**src/rtl/lcd4_stream_writer.sv**
```systemverilog
// lcd4_stream_writer: byte FIFO feeding an HD44780 in 4-bit mode, with power-up init and automatic line wrap
module lcd4_stream_writer #(
  parameter int CLK_DIV    = 64,
  parameter int E_HIGH     = 1,
  parameter int COLS       = 16,
  parameter int ROWS       = 2,
  parameter int FIFO_DEPTH = 4,
  parameter int CLR_SLOTS  = 32
) (
  input  logic                                clk,
  input  logic                                rst_n,
  input  logic                                in_valid,
  output logic                                in_ready,
  input  logic [7:0]                          in_data,
  input  logic                                in_cmd,
  output logic                                lcd_rs,
  output logic                                lcd_e,
  output logic [3:0]                          lcd_d,
  output logic                                busy,
  output logic [$clog2(FIFO_DEPTH+1)-1:0]     fifo_level
);
  localparam int AW = $clog2(FIFO_DEPTH);
  localparam int LW = $clog2(FIFO_DEPTH + 1);
  localparam int PW = $clog2(CLK_DIV);
  localparam int CW = $clog2(COLS + 1);
  localparam int EW = $clog2(E_HIGH + 1);
  localparam int NW = $clog2(CLR_SLOTS + 6);

  typedef enum logic [2:0] {INIT, CLRWAIT, IDLE, HI, LO, WRAP_HI, WRAP_LO} state_t;
  state_t state;

  logic [PW-1:0] presc;
  logic          tick;
  logic [8:0]    mem [FIFO_DEPTH];
  logic [8:0]    head, cur;
  logic [AW-1:0] wp, rp;
  logic          ready_r, push, pop;
  logic [NW-1:0] cnt;
  logic [CW-1:0] col;
  logic          row, row_next;
  logic [EW-1:0] ecnt;
  logic          send, send_rs;
  logic [3:0]    send_d, init_nib;

  assign tick     = presc == '0;
  assign head     = mem[rp];
  assign in_ready = ready_r && fifo_level != LW'(FIFO_DEPTH);
  assign push     = in_valid && in_ready;
  assign pop      = state == IDLE && tick && fifo_level != '0;
  assign busy     = state != IDLE || fifo_level != '0;
  assign row_next = ROWS == 2 ? ~row : 1'b0;
  // 4-bit mode, display on / cursor off, clear
  assign init_nib = cnt == NW'(0) ? 4'h3 : cnt == NW'(1) ? 4'h2 : cnt == NW'(3) ? 4'hC :
                    cnt == NW'(5) ? 4'h1 : 4'h0;
  assign send     = pop || (tick && (state == INIT || state == HI || state == WRAP_HI || state == WRAP_LO));
  assign send_rs  = state == IDLE ? ~head[8] : state == HI && ~cur[8];
  assign send_d   = state == INIT ? init_nib : state == IDLE ? head[7:4] : state == HI ? cur[3:0] :
                    state == WRAP_HI ? (row ? 4'hC : 4'h8) : 4'h0;

  always_ff @(posedge clk or negedge rst_n)
    if (!rst_n) presc <= '0;
    else presc <= presc == PW'(CLK_DIV - 1) ? '0 : presc + 1'b1;

  always_ff @(posedge clk)
    if (push) mem[wp] <= {in_cmd, in_data};

  always_ff @(posedge clk or negedge rst_n)
    if (!rst_n) begin
      wp         <= '0;
      rp         <= '0;
      fifo_level <= '0;
      ready_r    <= 1'b0;
    end else begin
      ready_r    <= 1'b1;
      if (push) wp <= wp + 1'b1;
      if (pop) rp <= rp + 1'b1;
      fifo_level <= fifo_level + LW'(push) - LW'(pop);
    end

  always_ff @(posedge clk or negedge rst_n)
    if (!rst_n) begin
      lcd_rs <= 1'b0;
      lcd_d  <= '0;
      lcd_e  <= 1'b0;
      ecnt   <= '0;
    end else if (send) begin
      lcd_rs <= send_rs;
      lcd_d  <= send_d;
      lcd_e  <= 1'b1;
      ecnt   <= EW'(E_HIGH - 1);
    end else begin
      lcd_e  <= lcd_e && ecnt != '0;
      if (ecnt != '0) ecnt <= ecnt - 1'b1;
    end

  // LO lasts a single cycle: the byte is retired long before the next tick, so no slot is lost
  always_ff @(posedge clk or negedge rst_n)
    if (!rst_n) begin
      state <= INIT;
      cnt   <= '0;
      col   <= '0;
      row   <= 1'b0;
      cur   <= '0;
    end else begin
      case (state)
        INIT: if (tick) begin
          cnt   <= cnt == NW'(5) ? '0 : cnt + 1'b1;
          state <= cnt == NW'(5) ? CLRWAIT : INIT;
        end
        CLRWAIT: if (tick) begin
          if (cnt == NW'(CLR_SLOTS - 1)) begin
            state <= IDLE;
            cnt   <= '0;
            col   <= '0;
            row   <= 1'b0;
          end else cnt <= cnt + 1'b1;
        end
        IDLE: if (pop) begin
          cur   <= head;
          state <= HI;
        end
        HI: if (tick) state <= LO;
        LO: begin
          if (cur[8]) begin
            if (cur[7:0] == 8'h01 || cur[7:0] == 8'h02) begin
              col <= '0;
              row <= 1'b0;
            end
            state <= IDLE;
          end else if (col == CW'(COLS - 1)) begin
            col   <= '0;
            row   <= row_next;
            state <= WRAP_HI;
          end else begin
            col   <= col + 1'b1;
            state <= IDLE;
          end
        end
        WRAP_HI: if (tick) state <= WRAP_LO;
        WRAP_LO: if (tick) state <= IDLE;
        default: state <= INIT;
      endcase
    end
endmodule

```
**config.mk**
```make
export PLATFORM = sky130hd
export DESIGN_NAME = lcd4_stream_writer
export DESIGN_NICKNAME = d
export VERILOG_FILES = /design/src/rtl/lcd4_stream_writer.sv
export SDC_FILE = /design/constraint.sdc
export NUM_CORES = 1
export LEC_CHECK = 0
export ABC_AREA = 1
export ABC_CLOCK_PERIOD_IN_PS = 3200
export BUFFER_PORTS_ARGS = -buffer_cell sky130_fd_sc_hd__buf_2
export CORE_UTILIZATION = 65
export CTS_BUF_LIST = sky130_fd_sc_hd__clkbuf_16
export CTS_CLUSTER_DIAMETER = 200
export DETAILED_ROUTE_END_ITERATION = 6
export PLACE_DENSITY = 0.9
export REMOVE_ABC_BUFFERS = 1
export SETUP_SLACK_MARGIN = 0.1
export SLEW_MARGIN = 20
export SYNTH_ARGS = -nofsm -noshare
export SYNTH_HDL_FRONTEND = slang
export SYNTH_SLANG_ARGS = --single-unit
```
**constraint.sdc**
```tcl
create_clock -name clk -period 3.2 [get_ports clk]
set_input_delay 0.8 -clock clk [delete_from_list [all_inputs] [get_ports clk]]
set_output_delay 0.8 -clock clk [all_outputs]
set_load 0.01 [all_outputs]
```
* Yosys cells after proc, flatten, opt, wreduce, memory -nomap -nowiden
Memories as Yosys holds them, arrays and structs flattened. Cells that the tools add are included.
Storage, ports and cells: flip-flop bits (word level) 45, RAM bits 36, output and inout bits 11, bits in read-only memories 0, bits of input ports 12, memories kept 1, bits in latches 0, logic and storage cells 119
Memories:
- mem | words 4, bits a word 9, read ports 1, clocked after memory_dff 0, write ports 1, RTL line 34 | logic [8:0] mem [FIFO_DEPTH];
Operators by class: multiply operators 0, eq/ne operators 25, bitwise gates (word level) 3, $lt $le $gt $ge 0, reduce and logical (&&, ||, !) cells 24, add/sub/neg operators 8, div/mod/pow operators 0, muxes and demuxes 44, shift operators 0
Operator list (count):
- $mux W3 | 10
- $mux W6 | 5
- $mux W4 | 7
- $mux W5 | 5
- $pmux W3 S7 | 1
- $ne A2 B2 Y1 const B | 7
- $mux W1 | 13
- $add A6 B1 Y6 const B | 2
- $logic_not A6 Y1 | 2
- $pmux W6 S2 | 1
- $pmux W5 S2 | 1
- $eq A3 B3 Y1 const B | 3
- $ne A3 B3 Y1 const B | 3
- $eq A8 B1 Y1 const B | 1
- $eq A8 B2 Y1 const B | 1
- $logic_and A1 B1 Y1 | 7
- $reduce_and A7 Y1 | 1
- $eq A3 B2 Y1 const B | 2
- $eq A6 B1 Y1 const B | 1
- $eq A6 B2 Y1 const B | 1
- $eq A6 B3 Y1 const B | 1
- $eq A6 B5 Y1 const B | 1
- $eq A6 B6 Y1 const B | 1
- $logic_or A1 B1 Y1 | 6
- 17 further kinds | 21

* Depth between registers and ports, before layout
Gate-level depths: netlist (run 1).
depth after elaboration 7, gate-level depth with buffers 12, gate-level depth less buffers 12

* Worst setup path before layout (run 1)
No wires, ideal clock.
kind register -> register, start register fifo_level[1], end register fifo_level[2], clock period less this slack 2.285 ns, slack 0.915 ns, arrival time 2.163 ns, cell stages (with the launch flop) 10, cells stage by stage dfrtp_1 -> nor2_1 -> a21boi_0 -> nand2_1 -> ha_1 -> inv_1 -> ha_1 -> inv_1 -> fa_1 -> xnor2_1
On the way: word-level cells in the longest chain between the ends 5, elaborated cells on any way between the ends 7
RTL lines:
- from (decl) | RTL line 20 | output logic [$clog2(FIFO_DEPTH+1)-1:0] fifo_level
- from (signal assigned) | RTL line 77 | fifo_level <= fifo_level + LW'(push) - LW'(pop);
- $ne A3 B3 Y1 | RTL line 47 | assign in_ready = ready_r && fifo_level != LW'(FIFO_DEPTH);
- $logic_and A1 B1 Y1 | RTL line 47
- named net in_ready | RTL line 13 | output logic in_ready,
- $logic_and A1 B1 Y1 | RTL line 48 | assign push = in_valid && in_ready;
- $add A3 B1 Y3 | RTL line 77
- $sub A3 B1 Y3 | RTL line 77
The timed path passes the listed nets, and every way through them passes these cells. A chain may end at the register's enable or synchronous reset.

* Worst setup path after layout (run 1)
start register fifo_level[1], end register fifo_level[2]
On the way: elaborated cells on any way between the ends 7
RTL lines:
- $reduce_bool A3 Y1 | RTL line 49 | assign pop = state == IDLE && tick && fifo_level != '0;
- $logic_and A1 B1 Y1 | RTL line 49
- named net pop | RTL line 37 | logic ready_r, push, pop;
- $sub A3 B1 Y3 | RTL line 77
The timed path passes the listed nets, and every way through them passes these cells.

==> results of run 1 <==
[how the worst max path moves through the flow]
stage / startpoint / to / slack [ns] / cells after the start
finish: fifo_level[1] / fifo_level[2] / 0.73 / 10
global route: rp[0] / lcd_d[2] / 0.47 / 9
CTS: fifo_level[1] / fifo_level[2] / 0.73 / 10
detailed placement: fifo_level[1] / fifo_level[2] / 0.75 / 10
global placement: fifo_level[1] / fifo_level[2] / 0.85 / 10
floorplan: fifo_level[1] / fifo_level[2] / 0.91 / 9
[worst max-delay path: stages, from the launching register on]
cell and delay, ns:
dfrtp_1 0.45, nor3_1 0.49, nor2_4 0.09, nand2_4 0.19, inv_2 0.10, ha_1 0.28
inv_1 0.06, ha_1 0.13, inv_1 0.05, fa_1 0.38, xnor2_1 0.13
[power by group]
part | internal [uW] | switching [uW]
Clock | 603 | 399
Sequential | 1080 | 0.110
Combinational | 5.35 | 16.4
[synth_stat cells (all sizes together) (2+ instances only)]
| master | n |
|---|---|
| ha | 12 |
| nand3 | 36 |
| a22oi | 2 |
| inv | 37 |
| nor3 | 4 |
| buf | 4 |
| dfrtp | 44 |
| a21oi | 8 |
| o21ai | 29 |
| or2 | 2 |
| nor2 | 46 |
| xnor2 | 2 |
| o22ai | 5 |
| edfxtp | 36 |
| nand2 | 108 |
| nand4 | 10 |
| xor2 | 6 |
[cell type report]
| class | instances | area share [%] |
|---|---|---|
| Sequential cell | 80 | 50.6 |
| Clock buffer | 9 | 5.22 |
| Timing Repair Buffer | 24 | 2.96 |
| Tap cell | 72 | 2.09 |
| Inverter | 39 | 3.72 |
| Multi-Input combinational cell | 275 | 33.7 |
| Clock inverter | 7 | 1.65 |
[cells by family (layout without fill, tap and decap cells)]
kind of cell	Yosys count	in the layout	synth area share [%]
other	1	1	0.0980
and+or+nand+nor	207	207	24.9
buffers and inverters	44	79	4.97
xor gates and xnor gates	8	8	1.83
adders and majority gates	13	13	4.45
DFF	80	80	57.0
AOI/OAI and AO/OA	46	46	6.74
[flip-flops by register name, summed over array words and instances (netlist names), 2 cells and up]
name        count
mem            36
cur             9
cnt             6
presc           6
col             5
lcd_d           4
fifo_level      3
state           3
rp              2
wp              2
[metal layers]
layer	wire length (um)	part of all wire, %	track usage, %
met5	0	0	0
met4	155	1.9	9.63
met3	583	7.3	7.24
met2	4120	52	49.0
met1	3110	39	35.0
[metrics by stage]
stage          total power, uW  hold WS [ns]  utilization, %  setup slack, ns  area, um2
2_1_floorplan             1100         0.454               -            0.915       3800
3_3_place_gp              1120         0.461            72.0            0.855       4010
3_5_place_dp              1120         0.463            72.0            0.751       4010
4_1_cts                   2100         0.479            77.3            0.730       4310
5_1_grt                   2150         0.505            77.3            0.470       4310
6_report                  2100         0.452            77.3            0.729       4310
==> results.md, run 1 <==
* Status: complete, no violations
* PortBufs at 22
* Max-cap violation count at 0
* Syn Inst Count at around 400
* Final Skew at between 0.006 and 0.007 ns
* DRT antenna net count at 0
* Post-CTS Resized at 0
* Slew margin rel. at 38.6%
* Commonest non-fill, non-tap cell in the layout: nand2_1
* Worst Path Max Fanout at 16
* Setup bufs post-CTS at 0
* Post-synth top area share at 28.8%
* Final period util at 77.2%
* HP Class: primary input to async pin
* PD cells at approximately 490 nW/um2
* Most used DFF post-synth: dfrtp_1
* Peak Freq at ~0.40 GHz
* Post-CTS Hold Fix Bufs at 0
* Cell Area, Synth at 3830 um2
* Filler Cell Count at ~350
* Share of layout cells above drive strength 1 at roughly 15%
* DRC errors left at 0
* Critical R2R Launch: fifo_level[1]
* Leak Pwr at around 0.002 uW
* H-Tree Depth at 3
* Sequential Area at approximately 2200 um2
* Chip width at slightly below 80 um
* Vias post-DR at roughly 3,000
* Routability cong. at 0.880
* Setup crit end kind: register
* Vias/cell at 5.83
* Reg-to-Reg End: fifo_level[2]
* Die ar. at ~6200 um2
* Clock root cell: clkbuf_16
* Bufs on Longest Clock Path at 2
* Synth warn at 0
* Finished Layout Cells at ~510
* Initial Utilization at between 60% and 70%
* Detailed-router iteration count before antenna repair at 5
* Type of origin of the critical path: register
* Vias in the first global route at ~2,800
* I/O pins at 23
* Final setup vio count at 0
* Worst vdd ir at approximately 0.35 mV
* R2r setup slk at around 0.73 ns
* Reg2reg path depth at 10
* CTS buffer count at 9
* Hpwl dp at 5.10 mm
* Die Y-Extent at just under 80 um
* Synth Register Bits at 80
* Final wirelength at about 8.0 mm
* Final Hold Fails at 0
* CP Data Required Time at 3.42 ns
* Nets at 454
* Area delta synth->final at 12.7%
* Row cnt at 27
* Dpl cells at between 400 and 500
* Synth Area per Inst at between 9 and 10 um2
* Top post-synthesis cells by area: dfrtp_1 (29%), edfxtp_1 (28%), nand2_1 (10%)
* Clk_lat worst skew at 0.33 ns
* EDFF count, synth at 36
* Ys async rst share at a little under three fifths
* Drt wl/cell at around 16 um
* Worst path arrival time at approximately 2.7 ns
* Sink Count at 80
* Grt total ovfl at 0
* Total global-route track usage at between 20% and 30%
* Pin count of the biggest net entering global routing at 45
* TritonCTS clock tree: yes
* Worst-margin pin slew at between 0.9 and 1 ns
* Multi-input logic area at ~1500 um2
* CP Class: register to register
* Initial antenna violation count at 0
* Tmin final at 2.47 ns
* Worst-path clk slew at around 0.06 ns
* RSZ-0062 raised after global routing: false
* Cell variety after synth at 36
* Final slew viol count at 0
* Register area share after synthesis at between 50% and 60%
* Core area at 5570 um2
* First-pass GRT wire length at approximately 13 mm
* Iteration-0 DRC Markers at between 200 and 300
* Most frequent cells in the layout: nand2_1 (103), dfrtp_1 (44), nor2_1 (41)
* Antenna diodes at 0
* Synth area leader: dfrtp_1
* Setup_tns at 0 ns
(Power assumes the default switching activity.)
==> run 2, diff against run 1 <==
ABC_CLOCK_PERIOD_IN_PS = 2400   (was 3200)
CORE_UTILIZATION = 60   (was 65)
PLACE_DENSITY = 0.85   (was 0.9)
clock period = 2.4 ns   (was 3.2 ns; I/O delays follow)
==> results.md, run 2 (same netlist as run 1, synthesis figures left out) <==
* Status: complete, no violations
* H-Tree Depth at 3 (unchanged)
* R2r setup slk at 0.16 ns (-0.57 ns)
* Leak Pwr at 0.00209 uW (+4.5%)
* Sink Count at 80 (unchanged)
* Routability cong. at 0.925 (+5.2%)
* Type of origin of the critical path: register
* Worst-path clk slew at 0.06 ns (about the same)
* Chip width at 81.9 um (+4.0%)
* Most frequent cells in the layout: nand2_1 (103), dfrtp_1 (42), nor2_1 (40)
* Vias post-DR at 3,028 (+2.6%)
* Worst vdd ir at 0.501 mV (+42%)
* RSZ-0062 raised after global routing: false
* Final slew viol count at 0 (unchanged)
* PD cells at 669 nW/um2 (+37%)
* Core area at 6030 um2 (+8.1%)
* DRT antenna net count at 0 (unchanged)
* Share of layout cells above drive strength 1 at 18.3% (+3.8 points)
* Initial Utilization at 63.5% (-5.1 points)
* Row cnt at 28 (+3.7%)
* Die Y-Extent at 81.9 um (+4.0%)
* HP Class: primary input to async pin
* Filler Cell Count at 385 (+9.7%)
* Drt wl/cell at 15.9 um (+1.1%)
* Vias/cell at 5.79 (-0.73%)
* CP Class: register to register
* Final period util at 93.3% (+16 points)
* CTS buffer count at 9 (unchanged)
* First-pass GRT wire length at 13.2 mm (+0.80%)
* Worst Path Max Fanout at 8 (-8)
* Vias in the first global route at 2,869 (+2.0%)
* Biggest registers after layout: mem x36, cur x9
* Setup_tns at 0 ns (unchanged)
* CP Data Required Time at 2.62 ns (-0.80 ns)
* Setup crit end kind: register
* Final Hold Fails at 0 (unchanged)
* Reg2reg path depth at 11 (+1)
* TritonCTS clock tree: yes
* PortBufs at 22 (unchanged)
* Hpwl dp at 5.34 mm (+4.7%)
* Reg-to-Reg End: fifo_level[1]
* DRC errors left at 0 (unchanged)
* Clock root cell: clkbuf_16
* Pin count of the biggest net entering global routing at 20 (-56%)
* Max-cap violation count at 0 (unchanged)
* Commonest non-fill, non-tap cell in the layout: nand2_1
* Final setup vio count at 0 (unchanged)
* Die ar. at 6700 um2 (+8.1%)
* Total global-route track usage at 27.2% (-1.3 points)
* Number of flip-flops in the largest register at 36 (unchanged)
* Critical R2R Launch: state[0]
* Final wirelength at 8.33 mm (+4.5%)
* Bufs on Longest Clock Path at 2 (unchanged)
* Iteration-0 DRC Markers at 245 (-17%)
* Initial antenna violation count at 0 (unchanged)
* Detailed-router iteration count before antenna repair at 5 (unchanged)
* Nets at 468 (+3.1%)
* Post-layout util at 74.2% (-3.1 points)
* I/O pins at 23 (unchanged)
* Final Skew at 0.00718 ns (+0.000762 ns)
* Clk_lat worst skew at 0.34 ns (about the same)
* Worst path arrival time at 2.46 ns (-0.23 ns)
* Antenna diodes at 0 (unchanged)
* Peak Freq at 0.447 GHz (+10%)
* Tmin final at 2.24 ns (-0.233 ns)
* Area delta synth->final at 16.9%
* Grt total ovfl at 0 (unchanged)
* Largest Register: mem
[run 2: changes by cell type in the layout (fill, tap and decap cells not counted), sizes merged]
| cell | change |
|---|---|
| bufinv | +1 |
| buf | +14 |
| clkinvlp | -2 |
| clkinv | -2 |
| inv | +3 |
[run 2: worst max-delay path by stage]
| stage | start | endpoint | slack (ns) | depth (start not counted) |
|---|---|---|---|---|
| 5_1_grt | state[0] | fifo_level[1] | 0.06 | 11 |
| 4_1_cts | state[2] | fifo_level[1] | 0.13 | 11 |
| 3_3_place_gp | fifo_level[1] | fifo_level[2] | 0.20 | 10 |
| 6_report | state[0] | fifo_level[1] | 0.16 | 11 |
| 2_1_floorplan | fifo_level[1] | fifo_level[2] | 0.11 | 9 |
| 3_5_place_dp | fifo_level[1] | fifo_level[1] | 0.15 | 10 |
[run 2: critical path: stages, from the launching register on]
cell      delay, ns
dfrtp_1        0.41
bufinv_8       0.23
nand3_4        0.10
nor2_4         0.16
nand2_4        0.07
inv_4          0.09
ha_1           0.23
inv_1          0.06
ha_1           0.13
inv_1          0.05
fa_1           0.50
inv_1          0.08
[run 2: routing by layer]
layer	GRT usage (%)	routed length (um)	vias to the layer above
met4	13.2	175	0
li1	-	-	1421
met1	33.6	3420	1457
met5	0	0	-
met3	7.00	504	21
met2	44.2	4230	129
[run 2: power breakdown]
| group | leakage (uW) | internal [uW] | switching (uW) | total, uW |
|---|---|---|---|---|
| registers | 0.000887 | 1430 | 0.135 | 1430 |
| logic | 0.00104 | 8.79 | 23.1 | 31.9 |
| clock network | 0.000164 | 935 | 591 | 1530 |
[run 2: metrics by stage]
step	hold WS [ns]	cell area [um2]	worst slack, ns	cells	total power (uW)
detailed placement	0.465	4080	0.147	502	1490
CTS	0.198	4420	0.131	518	3000
global route	0.209	4470	0.0649	523	3060
floorplan	0.304	3800	0.115	394	1460
finish	0.189	4470	0.162	523	2990
global placement	0.459	4080	0.203	502	1490
[run 2: repair_timing]
action                                 in CTS  in global routing
endpoints found under the hold margin       0                  0
pin swaps                                   0                  2
setup endpoints to repair                   2                  2
setup buffers                               0                  5
hold buffers                                0                  0
resized for setup                           1                  5
[run 2: cell type report]
cell class                 instances  area [um2]  area share (%)
timing repair buffer              38         230            5.15
sequential                        80        2180            48.8
clock buffer                       9         225            5.03
inverter                          39         163            3.64
clock inverter                     7         109            2.43
tap                               75        93.8            2.10
multi-input combinational        275        1470            32.8
